**config.mk**
```make
export PLATFORM = sky130hd
export DESIGN_NAME = bin2bcd_seq_flat
export DESIGN_NICKNAME = d
export VERILOG_FILES = /design/src/rtl/bin2bcd_seq_if.sv /design/src/rtl/bin2bcd_seq.sv /design/src/flat_wrapper.sv
export SDC_FILE = /design/constraint.sdc
export NUM_CORES = 1
export LEC_CHECK = 0
export CAP_MARGIN = 20
export CORE_ASPECT_RATIO = 1.5
export CORE_MARGIN = 2
export CORE_UTILIZATION = 49
export CTS_CLUSTER_DIAMETER = 150
export CTS_CLUSTER_SIZE = 28
export DETAILED_ROUTE_END_ITERATION = 10
export GPL_TIMING_DRIVEN = 0
export PLACE_DENSITY = 0.85
export REMOVE_ABC_BUFFERS = 1
export SETUP_SLACK_MARGIN = 0.3
export SYNTH_ARGS = -nofsm -noshare
export SYNTH_HDL_FRONTEND = slang
export SYNTH_SLANG_ARGS = --single-unit
export TNS_END_PERCENT = 100
```
**constraint.sdc**
```tcl
create_clock -name sys_clk -period 1.7 [get_ports sys_clk]
set_input_delay 0.34 -clock sys_clk [delete_from_list [all_inputs] [get_ports sys_clk]]
set_output_delay 0.34 -clock sys_clk [all_outputs]
set_load 0.01 [all_outputs]
```
**src/rtl/bin2bcd_seq_if.sv**
```systemverilog
// bin2bcd_seq_if: request/result bundle between a binary source and the BCD converter
interface bin2bcd_seq_if;
  logic        start;
  logic [9:0]  bin_in;
  logic        busy;
  logic        done;
  logic [11:0] bcd_out;
  logic        ovf;
  modport master (output start, bin_in, input busy, done, bcd_out, ovf);
  modport slave  (input start, bin_in, output busy, done, bcd_out, ovf);
endinterface

```
**src/rtl/bin2bcd_seq.sv**
```systemverilog
// bin2bcd_seq: 10-bit binary to 3-digit BCD, one double-dabble iteration per clock, saturating at 999
module bin2bcd_seq (
  input  logic          sys_clk,
  input  logic          sys_rst,
  bin2bcd_seq_if.slave  b
);
  localparam logic [0:0] IDLE  = 1'b0;
  localparam logic [0:0] SHIFT = 1'b1;
  logic [0:0]  state;
  logic [3:0]  cnt;
  logic [9:0]  sr;
  logic [11:0] scr;
  logic        ovf_i;
  logic [11:0] adj;
  // per-digit +3 correction; each sum is 4 bits wide so no carry crosses digits
  assign adj = {scr[11:8] + (scr[11:8] >= 4'd5 ? 4'd3 : 4'd0),
                scr[7:4]  + (scr[7:4]  >= 4'd5 ? 4'd3 : 4'd0),
                scr[3:0]  + (scr[3:0]  >= 4'd5 ? 4'd3 : 4'd0)};
  assign b.busy = state == SHIFT;
  always_ff @(posedge sys_clk or posedge sys_rst)
    if (sys_rst) begin
      state     <= IDLE;
      cnt       <= '0;
      sr        <= '0;
      scr       <= '0;
      ovf_i     <= 1'b0;
      b.done    <= 1'b0;
      b.bcd_out <= '0;
      b.ovf     <= 1'b0;
    end else begin
      b.done <= 1'b0;
      if (state == IDLE) begin
        if (b.start) begin
          sr    <= b.bin_in > 10'd999 ? 10'd999 : b.bin_in;
          ovf_i <= b.bin_in > 10'd999;
          scr   <= '0;
          cnt   <= '0;
          state <= SHIFT;
        end
      end else begin
        scr <= {adj[10:0], sr[9]};
        sr  <= {sr[8:0], 1'b0};
        cnt <= cnt + 4'd1;
        if (cnt == 4'd9) begin
          b.bcd_out <= {adj[10:0], sr[9]};
          b.ovf     <= ovf_i;
          b.done    <= 1'b1;
          state     <= IDLE;
        end
      end
    end
endmodule

```
**src/flat_wrapper.sv**
```systemverilog
// flat-port wrapper written by rule: the top's interface ports become plain ports
module bin2bcd_seq_flat 
  (sys_clk, sys_rst, b_start, b_bin_in, b_busy, b_done, b_bcd_out, b_ovf);
  bin2bcd_seq_if b_i ();
  input  logic sys_clk;
  input  logic sys_rst;
  input wire logic [$bits(b_i.start)-1:0] b_start;
  input wire logic [$bits(b_i.bin_in)-1:0] b_bin_in;
  output wire logic [$bits(b_i.busy)-1:0] b_busy;
  output wire logic [$bits(b_i.done)-1:0] b_done;
  output wire logic [$bits(b_i.bcd_out)-1:0] b_bcd_out;
  output wire logic [$bits(b_i.ovf)-1:0] b_ovf;
  assign b_i.start = b_start;
  assign b_i.bin_in = b_bin_in;
  assign b_busy = b_i.busy;
  assign b_done = b_i.done;
  assign b_bcd_out = b_i.bcd_out;
  assign b_ovf = b_i.ovf;
  bin2bcd_seq u_core (.sys_clk(sys_clk), .sys_rst(sys_rst), .b(b_i));
endmodule
```
==> impl_metrics.py <==
metrics = {
    "run_status": {
        "outcome": "complete, but fails checks",
        "violations": "setup timing",
    },
    "floorplanning": {
        "design.die.area_mm2": 0.00486,
        "start_util": 0.506,
        "io_pins": 28,
        "fp.dieH_um": 84.4,
        "die-width_um": 57.6,
        "fp.coreArea_mm2": 0.00417,
        "rows": 29,
    },
    "clock_network": {
        "clock_sinks": 42,
        "cts_tree": "yes",
        "cts_buffer_depth": 2,
        "hold_buffers": 0,
        "clk_pin_slew_ns": 0.08,
        "cts_made_buffers": 5,
        "cts_root_buf": "clkbuf_8",
        "clock_latency_ns": 0.31,
        "h-tree-depth": 2,
    },
    "timing": {
        "max_freq_ghz": 0.558,
        "relSlewSlack": 0.427,
        "worstMarginPinSlew_ns": 0.859,
        "skew_ns": 0.00472,
        "slew_viol_final": 0,
        "fin_ws_ns": -0.0907,
        "timing.final.crit_share": 1.05,
        "setup_viol": 5,
        "rsz0062_at_grt": "true",
        "period_needed_ns": 1.79,
        "hold_violations": 0,
        "holdWs_ns": 0.480,
    },
    "grt": {
        "grt_pass1_vias": 1791,
        "grt_overflow": 0,
        "grt_pass1_wl_um": 8630,
        "grt_max_degree": 43,
        "antenna_found_initial": 0,
        "grt.total_usage": 0.237,
    },
    "pwr": {
        "p_sw_frac": 0.363,
        "power_leakage_nw": 1.51,
        "powerDensity_mw_per_mm2": 2130,
        "vdd_drop_max_mv": 1.74,
        "seqPwrFrac": 0.273,
        "p_int_mw": 4.19,
        "finalPower_mw": 6.58,
        "power_switching_mw": 2.39,
        "p_comb_frac": 0.578,
        "clock_power_share": 0.149,
    },
    "drt": {
        "ant_nets": 0,
        "first_pass_iters": 4,
        "drcViolationCount": 0,
        "vias": 1730,
        "wirelength_um": 5500,
        "vias_per_cell": 5.56,
        "wire_per_inst_um": 17.7,
        "drtIter0Drc": 57,
    },
    "worst_setup_path": {
        "worstPathCellList": "o21ai_2, nand2b_1, ha_2, fa_2, xor2_2, mux2_4",
        "end_kind": "flop",
        "start_kind": "flop",
        "cp.required_ns": 1.89,
        "critPathKind": "flop to flop",
        "crit_fanout": 2,
        "cp.arrival_ns": 1.98,
        "slowest_stage": "dfrtp_2",
        "max_stage_delay_ns": 0.42,
    },
    "logic_synthesis": {
        "synth.most_common_cell": "dfrtp_1",
        "syn_area_mm2": 0.00211,
        "synth_fa_ha_area_frac": 0.0699,
        "ys_seq_area_frac": 0.498,
        "ys_top_cells_by_area": "dfrtp_1 50%, mux2i_1 5.7%, mux2_4 5.7%",
        "synth-compound-area-share": 0.114,
        "synth_edf_count": 0,
        "synthXorXnorAreaFrac": 0.0166,
        "yosysWarningCount": 0,
        "synth-seq-cells": 42,
        "ys.flop_type": "dfrtp_1",
        "ys_types": 32,
        "synth-simple-area-share": 0.143,
        "synth_top_family_by_area": "simple AND/OR/NAND/NOR gates",
        "avgSynthCellArea_um2": 11.2,
        "muxShareOfSynthArea": 0.114,
        "synth_common_cells": "42 x dfrtp_1, 23 x nand2_1, 19 x nand2b_1, 18 x o21ai_0, 12 x mux2i_1",
        "async_flop_share": 1.00,
        "synth_top_area_cell": "dfrtp_1",
        "yosys.area.top_type_share": 0.498,
        "synth_cells": 189,
    },
    "finish": {
        "num_antenna_cells": 0,
        "drive_gt1_frac": 0.389,
        "multiInputGateArea_mm2": 0.00108,
        "seq_area_mm2": 0.00106,
        "final_nets": 287,
        "final_cell_area_mm2": 0.00309,
        "area_growth_pct": 46.4,
        "nFillCells": 268,
    },
    "flow_run": {
        "cap_violations": 0,
    },
    "placement": {
        "dpl.hpwl_um": 2470,
        "post-place-ws_ns": -0.819,
        "dpl_cell_area_mm2": 0.00240,
        "place_congestion": 0.775,
        "port_buffers": 27,
    },
    "worst_hold_path": {
        "hold_class": "flop to flop",
    },
}
-- placed cells by master (no fill, tap or decap), types with 3 or more instances in the layout --
master            n
nor2_1            3
nand2_1          21
o21ai_1           7
dfrtp_1          39
o21ai_2           6
buf_4            41
o21ai_0          11
dlygate4sd2_1    14
ha_2              4
buf_6             6
clkbuf_8          6
mux2_4            8
clkdlybuf4s50_1  11
mux2i_1          12
fa_2              3
nand2b_1         19
inv_1             6
-- repair_timing --
| item | 4_1_cts | 5_1_grt |
|---|---|---|
| setup buffers | 37 | 12 |
| cloned | 1 | 0 |
| pin swaps | 13 | 6 |
| gates resized for setup | 54 | 13 |
| endpoints found under the setup margin | 57 | 23 |
-- path summary, 6_finish.rpt --
check                               from                  end  slack (ns)  cells after the start
min                        u_core.cnt[3]        u_core.cnt[3]        0.48                      1
min in group asynchronous        sys_rst         u_core.b.ovf        0.52                      2
max reg2reg                u_core.scr[5]  u_core.b.bcd_out[7]       -0.09                      6
max                        u_core.scr[5]  u_core.b.bcd_out[7]       -0.09                      6
min reg2reg                u_core.cnt[3]        u_core.cnt[3]        0.48                      1
max in group asynchronous        sys_rst        u_core.b.busy        0.54                      2
-- critical path, delay by kind of cell, from the launching register on --
family	cells	cell delay [ns]
mux	1	0.26
flops	1	0.42
simple gates	1	0.10
fa+ha+maj	2	0.58
xor+xnor	1	0.16
compound gates	1	0.15
-- power by group through the flow --
| stage | logic [mW] | clock network [mW] | registers, mW |
|---|---|---|---|
| 2_1_floorplan | 1.43 | 0 | 1.91 |
| 3_3_place_gp | 2.03 | 0 | 1.93 |
| 3_5_place_dp | 2.25 | 0 | 1.89 |
| 4_1_cts | 3.24 | 0.993 | 1.75 |
| 5_1_grt | 4.14 | 1.02 | 1.84 |
| 6_report | 3.81 | 0.979 | 1.80 |
-- cell families after synthesis --
kind of cell / count (synthesis)
adders and majority gates: 10
muxes: 20
DFF: 42
and+or+nand+nor: 57
buffers and inverters: 18
xor gates and xnor gates: 4
AOI/OAI and AO/OA: 38
-- registers in the layout, summed over array words and instances (netlist names) --
name,flops
u_core.b.busy,1
u_core.b.ovf,1
u_core.b.done,1
u_core.sr,10
u_core.b.bcd_out,12
u_core.scr,12
u_core.cnt,4
u_core.ovf_i,1
-- per-layer routing --
metal  share of wire  GRT usage  up-vias
li1                -          -      795
met1            0.37      0.271      857
met2            0.56      0.385       61
met3           0.034     0.0524       17
met4           0.032      0.159        0
met5               0          0        -
-- stage by stage --
stage          TNS, ns  utilization  instances
3_5_place_dp    -19.18        0.575        253
4_1_cts              0        0.708        299
3_3_place_gp    -48.51        0.569        252
6_report        -0.210        0.741        311
2_1_floorplan   -11.44            -        179
5_1_grt         -0.521        0.741        311
-- cell type report --
type,count,share of cell area
flip-flops and latches,42,0.342
clock inverters,2,0.0194
repair buffers,78,0.233
well taps,46,0.0186
clock buffers,6,0.0267
multi-input cells,129,0.351
inverters,8,0.00971
Note: power is estimated with default switching activity, not from simulation.
